$ cat src/rtl/mvm_stream_par.sv
// Streaming K x K matrix-vector multiplier: y = A * x.
// A and x are loaded over a valid/ready beat stream and stay resident.
// start runs P MAC lanes over one row chunk per cycle, then streams y out.
// Datapath: registered memory read -> product register -> adder tree/accumulate.
module mvm_stream_par #(
    parameter int K  = 16,
    parameter int P  = 2,
    parameter int B  = 8,
    parameter int AW = 2*B + $clog2(K)
) (
    input  logic                 clk,
    input  logic                 reset,
    input  logic                 load_matrix,
    input  logic                 load_vector,
    input  logic                 start,
    input  logic                 in_valid,
    output logic                 in_ready,
    input  logic signed [B-1:0]  in_data,
    output logic                 out_valid,
    input  logic                 out_ready,
    output logic signed [AW-1:0] out_data,
    output logic                 out_last,
    output logic                 busy,
    output logic                 done,
    output logic                 cmd_err
);
    localparam int NCH    = K / P;            // cycles per row
    localparam int ISSUES = K * K / P;        // total issue cycles
    localparam int KW     = $clog2(K);
    localparam int CHB    = $clog2(NCH);
    localparam int CW     = $clog2(K*K) + 1;
    localparam int PW     = 2*B;

    localparam logic [CW-1:0] C_ONE     = CW'(1);
    localparam logic [CW-1:0] C_LAST_A  = CW'(K*K - 1);
    localparam logic [CW-1:0] C_LAST_K  = CW'(K - 1);
    localparam logic [CW-1:0] C_ISSUES  = CW'(ISSUES);
    // Two extra cycles let the last row drain through product and accumulate stages.
    localparam logic [CW-1:0] C_DRAIN   = CW'(ISSUES + 1);
    localparam logic [CW-1:0] C_CHMASK  = CW'(NCH - 1);
    localparam logic [CW-1:0] C_P       = CW'(P);

    typedef enum logic [2:0] {IDLE, LOAD_A, LOAD_X, COMPUTE, OUTPUT} state_t;

    state_t r_state, w_state_nxt;
    logic [CW-1:0] r_cnt;

    // Storage arrays deliberately have no reset so A, x and y survive it.
    logic signed [B-1:0]  r_mem_a [K*K];
    logic signed [B-1:0]  r_mem_x [K];
    logic signed [AW-1:0] r_mem_y [K];

    logic                 r_cmd_err, r_done;
    logic                 w_in_fire, w_out_fire, w_cmd, w_issue;
    logic                 w_first, w_lastc;
    logic [CW-1:0]        w_chunk;
    logic [KW-1:0]        w_row, w_col0;
    logic [P-1:0][KW-1:0] w_col;

    logic [P-1:0][B-1:0]  r_a_op, r_x_op;
    logic [P-1:0][PW-1:0] r_prod;
    logic [1:0]           r_vld_pipe;
    logic [1:0]           r_first_pipe, r_last_pipe;
    logic [1:0][KW-1:0]   r_row_pipe;
    logic signed [AW-1:0] r_acc, w_psum, w_acc_nxt;

    assign w_in_fire  = in_valid && in_ready;
    assign w_out_fire = out_valid && out_ready;
    assign w_cmd      = start || load_matrix || load_vector;
    assign w_issue    = (r_state == COMPUTE) && (r_cnt < C_ISSUES);
    assign w_chunk    = r_cnt & C_CHMASK;
    assign w_row      = r_cnt[CHB +: KW];
    assign w_col0     = KW'(w_chunk * C_P);
    assign w_first    = (w_chunk == '0);
    assign w_lastc    = (w_chunk == C_CHMASK);
    assign cmd_err    = r_cmd_err;
    assign done       = r_done;

    // State register.
    always_ff @(posedge clk) begin
        if (reset) r_state <= IDLE;
        else       r_state <= w_state_nxt;
    end

    // Next-state decode and state-derived outputs.
    always_comb begin
        w_state_nxt = r_state;
        in_ready    = 1'b0;
        out_valid   = 1'b0;
        out_last    = 1'b0;
        out_data    = '0;
        busy        = (r_state != IDLE);
        case (r_state)
            IDLE: begin
                if (start)            w_state_nxt = COMPUTE;
                else if (load_matrix) w_state_nxt = LOAD_A;
                else if (load_vector) w_state_nxt = LOAD_X;
            end
            LOAD_A: begin
                in_ready = 1'b1;
                if (w_in_fire && r_cnt == C_LAST_A) w_state_nxt = IDLE;
            end
            LOAD_X: begin
                in_ready = 1'b1;
                if (w_in_fire && r_cnt == C_LAST_K) w_state_nxt = IDLE;
            end
            COMPUTE: begin
                if (r_cnt == C_DRAIN) w_state_nxt = OUTPUT;
            end
            OUTPUT: begin
                out_valid = 1'b1;
                out_last  = (r_cnt == C_LAST_K);
                out_data  = r_mem_y[r_cnt[KW-1:0]];
                if (w_out_fire && out_last) w_state_nxt = IDLE;
            end
            default: w_state_nxt = IDLE;
        endcase
    end

    // Shared counter: beat index in loads, cycle index in compute, y index in output.
    always_ff @(posedge clk) begin
        if (reset)                                           r_cnt <= '0;
        else if (w_state_nxt != r_state)                     r_cnt <= '0;
        else if (r_state == COMPUTE || w_in_fire || w_out_fire) r_cnt <= r_cnt + C_ONE;
    end

    // Command rejection and completion pulses.
    always_ff @(posedge clk) begin
        if (reset) begin
            r_cmd_err <= 1'b0;
            r_done    <= 1'b0;
        end else begin
            r_cmd_err <= (r_state != IDLE) && w_cmd;
            r_done    <= w_out_fire && out_last;
        end
    end

    // Load A (row-major) and x from the input stream.
    always_ff @(posedge clk) begin
        if (!reset && r_state == LOAD_A && in_valid) r_mem_a[r_cnt[2*KW-1:0]] <= in_data;
        if (!reset && r_state == LOAD_X && in_valid) r_mem_x[r_cnt[KW-1:0]]   <= in_data;
    end

    // Lane column addresses for the current chunk.
    always_comb begin
        w_col = '0;
        for (int p = 0; p < P; p++) w_col[p] = w_col0 + KW'(p);
    end

    // Stage 1 operand fetch and stage 2 products, one per lane.
    always_ff @(posedge clk) begin
        for (int p = 0; p < P; p++) begin
            r_a_op[p] <= r_mem_a[{w_row, w_col[p]}];
            r_x_op[p] <= r_mem_x[w_col[p]];
            r_prod[p] <= PW'($signed(r_a_op[p])) * PW'($signed(r_x_op[p]));
        end
    end

    // Valid shift register: [0] operands valid, [1] products valid.
    always_ff @(posedge clk) begin
        if (reset) r_vld_pipe <= '0;
        else       r_vld_pipe <= {r_vld_pipe[0], w_issue};
    end

    // Row start/end markers and row index travel alongside the data.
    always_ff @(posedge clk) begin
        r_first_pipe <= {r_first_pipe[0], w_first};
        r_last_pipe  <= {r_last_pipe[0], w_lastc};
        r_row_pipe   <= {r_row_pipe[0], w_row};
    end

    // Adder tree over lanes; row start restarts the sum instead of adding.
    always_comb begin
        w_psum = '0;
        for (int p = 0; p < P; p++) w_psum = w_psum + AW'($signed(r_prod[p]));
        w_acc_nxt = r_first_pipe[1] ? w_psum : r_acc + w_psum;
    end

    // Accumulate and retire each completed row into the result buffer.
    always_ff @(posedge clk) begin
        if (!reset && r_vld_pipe[1]) begin
            r_acc <= w_acc_nxt;
            if (r_last_pipe[1]) r_mem_y[r_row_pipe[1]] <= w_acc_nxt;
        end
    end
endmodule

$ cat config.mk
export PLATFORM = sky130hd
export DESIGN_NAME = mvm_stream_par
export DESIGN_NICKNAME = d
export VERILOG_FILES = /design/src/rtl/mvm_stream_par.sv
export SDC_FILE = /design/constraint.sdc
export NUM_CORES = 2
export LEC_CHECK = 0
export CAP_MARGIN = 20
export CORE_ASPECT_RATIO = 1.25
export CORE_UTILIZATION = 52
export CTS_BUF_LIST = sky130_fd_sc_hd__clkbuf_4
export DETAILED_ROUTE_END_ITERATION = 12
export GPL_TIMING_DRIVEN = 0
export PLACE_DENSITY = 0.7
export SKIP_CTS_REPAIR_TIMING = 1
export SYNTH_ARGS = -nofsm -noshare
export SYNTH_HDL_FRONTEND = slang
export SYNTH_SLANG_ARGS = --single-unit
$ cat constraint.sdc
create_clock -name clk -period 5.2 [get_ports clk]
set_clock_uncertainty 0.1 [all_clocks]
set_input_delay 1.3 -clock clk [delete_from_list [all_inputs] [get_ports clk]]
set_output_delay 1.3 -clock clk [all_outputs]
set_load 0.02 [all_outputs]
==> qor.yml <==
irDropWorstVdd_v: 0.000766
final_cell_mix: "edfxtp_1, clkbuf_4, mux4_2, nor2_1, inv_1"
portBuffers: 39
grt_pass1_vias: 57800
die_x_um: 406
netlist_area_mm2: 0.106
mostFrequentLayoutCell: "edfxtp_1"
failed_checks: "negative setup slack"
final_cell_area_mm2: 0.119
layout-drive-gt1-share_pct: 32.9
numCtsBuffers: 640
via_per_inst: 6.40
required_ps: 6110
grt_use_total_pct: 31.0
first_pass_iters: 9
async_reset_ff_share_pct: 0
finalPower_mw: 51.4
grt_max_degree: 169
slowest_delay_ps: 980
dp.cells: 7928
setup_slack_ps: -279
grt_antenna_before_repair: 21
hold_start: "r_first_pipe[0]$_DFF_P_"
cp_max_fo: 10
hold_viol_final: 0
synth_seq_area_share_pct: 73.1
drt-initial-drc-count: 8771
crit_start: "r_cnt[3]$_SDFFE_PP0N_"
synth_mux_area_share_pct: 16.9
cp-end-kind: "flip-flop"
rows: 184
final_util_pct: 59.2
vias: 57600
syn_nets: 5335
clock_sinks: 2612
min_period_ps: 5480
cts_tree: "built"
synth_top_family_by_area: "multiplexers"
slowest_stage: "nor2_1"
cts.path.max_buffers: 4
hold_class: "flip-flop to flip-flop"
rsz0062_at_grt: "true"
max_cap_viol_count: 0
synth_xor_area_share_pct: 0.537
slew_headroom_pct: 12.7
clockRootBuffer: "clkbuf_4"
cts.clk_slew.worst_paths_ps: 70
fin_cells: 8991
timing.rr.start: "r_cnt[3]$_SDFFE_PP0N_"
drc: 0
synth_simple_gate_area_share_pct: 3.11
ioPinCount: 41
nNetsFinal: 6099
crit_chain: "inv_2 > buf_4 > buf_2 > clkbuf_2 > nor2_1 > nand3_1 > clkbuf_1 > nor2_1"
die_y_um: 507
finalSetupTns_ps: -11250
die_area_mm2: 0.206
tightest_slew_ps: 1310
status: "complete, but fails checks"
path_buf_inv: 5
ys_warn_count: 0
gp_routability_congestion: 0.977
period_share_pct: 105
setup-violations-final: 134
area_growth_pct: 12.6
htreeDepth: 6
avgRoutedWirePerCell_um: 35.0
cp.arrival_ps: 6390
ys_ff_latch: 2612
core_area_mm2: 0.202
synth.avg_cell_area_um2: 20.7
worst_setup_path_start_kind: "flip-flop"
overflow: 0
synth_cell_types: 61
ys.flop_type: "edfxtp_1"
synth_compound_area_share_pct: 1.38
synth_edf_count: 2516
power_per_cell_area_mw_per_mm2: 430
crit_top_cell: "nor2_1"
wirelength_um: 315000
dpl.hpwl_um: 210000
start_util_pct: 52.5
postPlaceCellArea_mm2: 0.111
cp_top_family: "simple AND/OR/NAND/NOR gates"
yosys.area_share.adder_pct: 3.28
worstSkewPairLatency_ps: 1460
detail-route-antenna-nets: 0
critPathKind: "flip-flop to flip-flop"
drv_slew: 0
p_leak_nw: 39.0
syn_inst: 5109
fmaxAchievable_ghz: 0.183
grt_pass1_wl_um: 433000
[path summary, 6_finish.rpt]
check,to,slack [ps],depth (start not counted)
setup / recovery,r_mem_a[203][7]$_DFFE_PP_,-280,8
hold reg to reg,r_first_pipe[1]$_DFF_P_,220,0
hold / removal,r_first_pipe[1]$_DFF_P_,220,0
setup reg to reg,r_mem_a[203][7]$_DFFE_PP_,-280,8
[stage by stage]
stage	hold slack (ps)	setup WS, ps
6_report	225	-279
5_1_grt	206	-26.0
4_1_cts	122	-1380
3_5_place_dp	212	-1320
3_3_place_gp	213	-5090
2_1_floorplan	210	185
[cells in the mapped netlist, drive strengths merged (6+ instances only)]
cell	count	share of area (%)
nand3	30	0.14
a21o	25	0.18
mux2	41	0.44
and3	15	0.089
o22ai	21	0.12
xnor2	45	0.37
o21ai	32	0.15
dfxtp	96	1.8
ha	99	1.2
o21bai	8	0.057
buf	111	0.60
a21oi	62	0.29
mux4	748	16
and2	111	0.66
o221ai	10	0.083
clkbuf	135	0.48
nand2b	17	0.10
nor2	383	1.4
edfxtp	2516	71
o21a	6	0.043
a2111oi	8	0.066
nor3	21	0.099
nor2b	27	0.16
fa	112	2.1
xor2	20	0.17
mux2i	56	0.53
nor4	6	0.035
inv	180	0.64
a211oi	10	0.071
a31oi	9	0.053
nand2	98	0.35
[sequential cells by signal, indices dropped and copies added, names as in the netlist, named ones only]
register      count
r_mem_a        2048
r_mem_y         320
r_mem_x         128
r_prod           32
r_acc            20
r_a_op           16
r_x_op           16
r_cnt             9
r_row_pipe        8
r_state           3
r_first_pipe      2
r_last_pipe       2
r_vld_pipe        2
cmd_err           1
done              1
[worst reg2reg max path, stage by stage (launching register included)]
cell	delay, ps
dfxtp_1	500
inv_2	120
buf_4	250
buf_2	380
clkbuf_2	590
nor2_1	620
nand3_1	840
clkbuf_1	720
nor2_1	990
[per-layer routing]
metal  global-route usage [%]  vias up  wire length, µm
li1                         -    22600                -
met1                     36.1    29500           101000
met2                     48.8     4350           150000
met3                     10.0     1029            39000
met4                     21.5       22            24700
met5                    0.164        -              176
[cell type report]
class	instances	area, µm²
fillers	14700	82300
flip-flops and latches	2612	77500
multi-input cells	2071	27000
clock buffers	929	6970
well taps	2697	3370
repair buffers	131	1910
plain buffers	237	1280
clock inverters	126	679
inverters	180	676
diodes	8	20.0
[logic make-up (layout without fill, tap and decap cells)]
group	Yosys count	count (layout)
flip-flops	2612	2612
multiplexers	845	845
buffers and inverters	426	1603
other	0	8
AND/OR/NAND/NOR	727	727
AO/OA/AOI/OAI	223	223
adder cells (fa/ha/maj)	211	211
XOR/XNOR	65	65
[report_power, final]
part | total (mW) | internal (mW) | switching, mW
logic | 10.1 | 3.83 | 6.23
clock network | 16.5 | 8.47 | 8.03
registers | 24.8 | 24.7 | 0.131
total | 51.4 | 37.0 | 14.4
No activity file was read; power rests on OpenSTA's default activity.
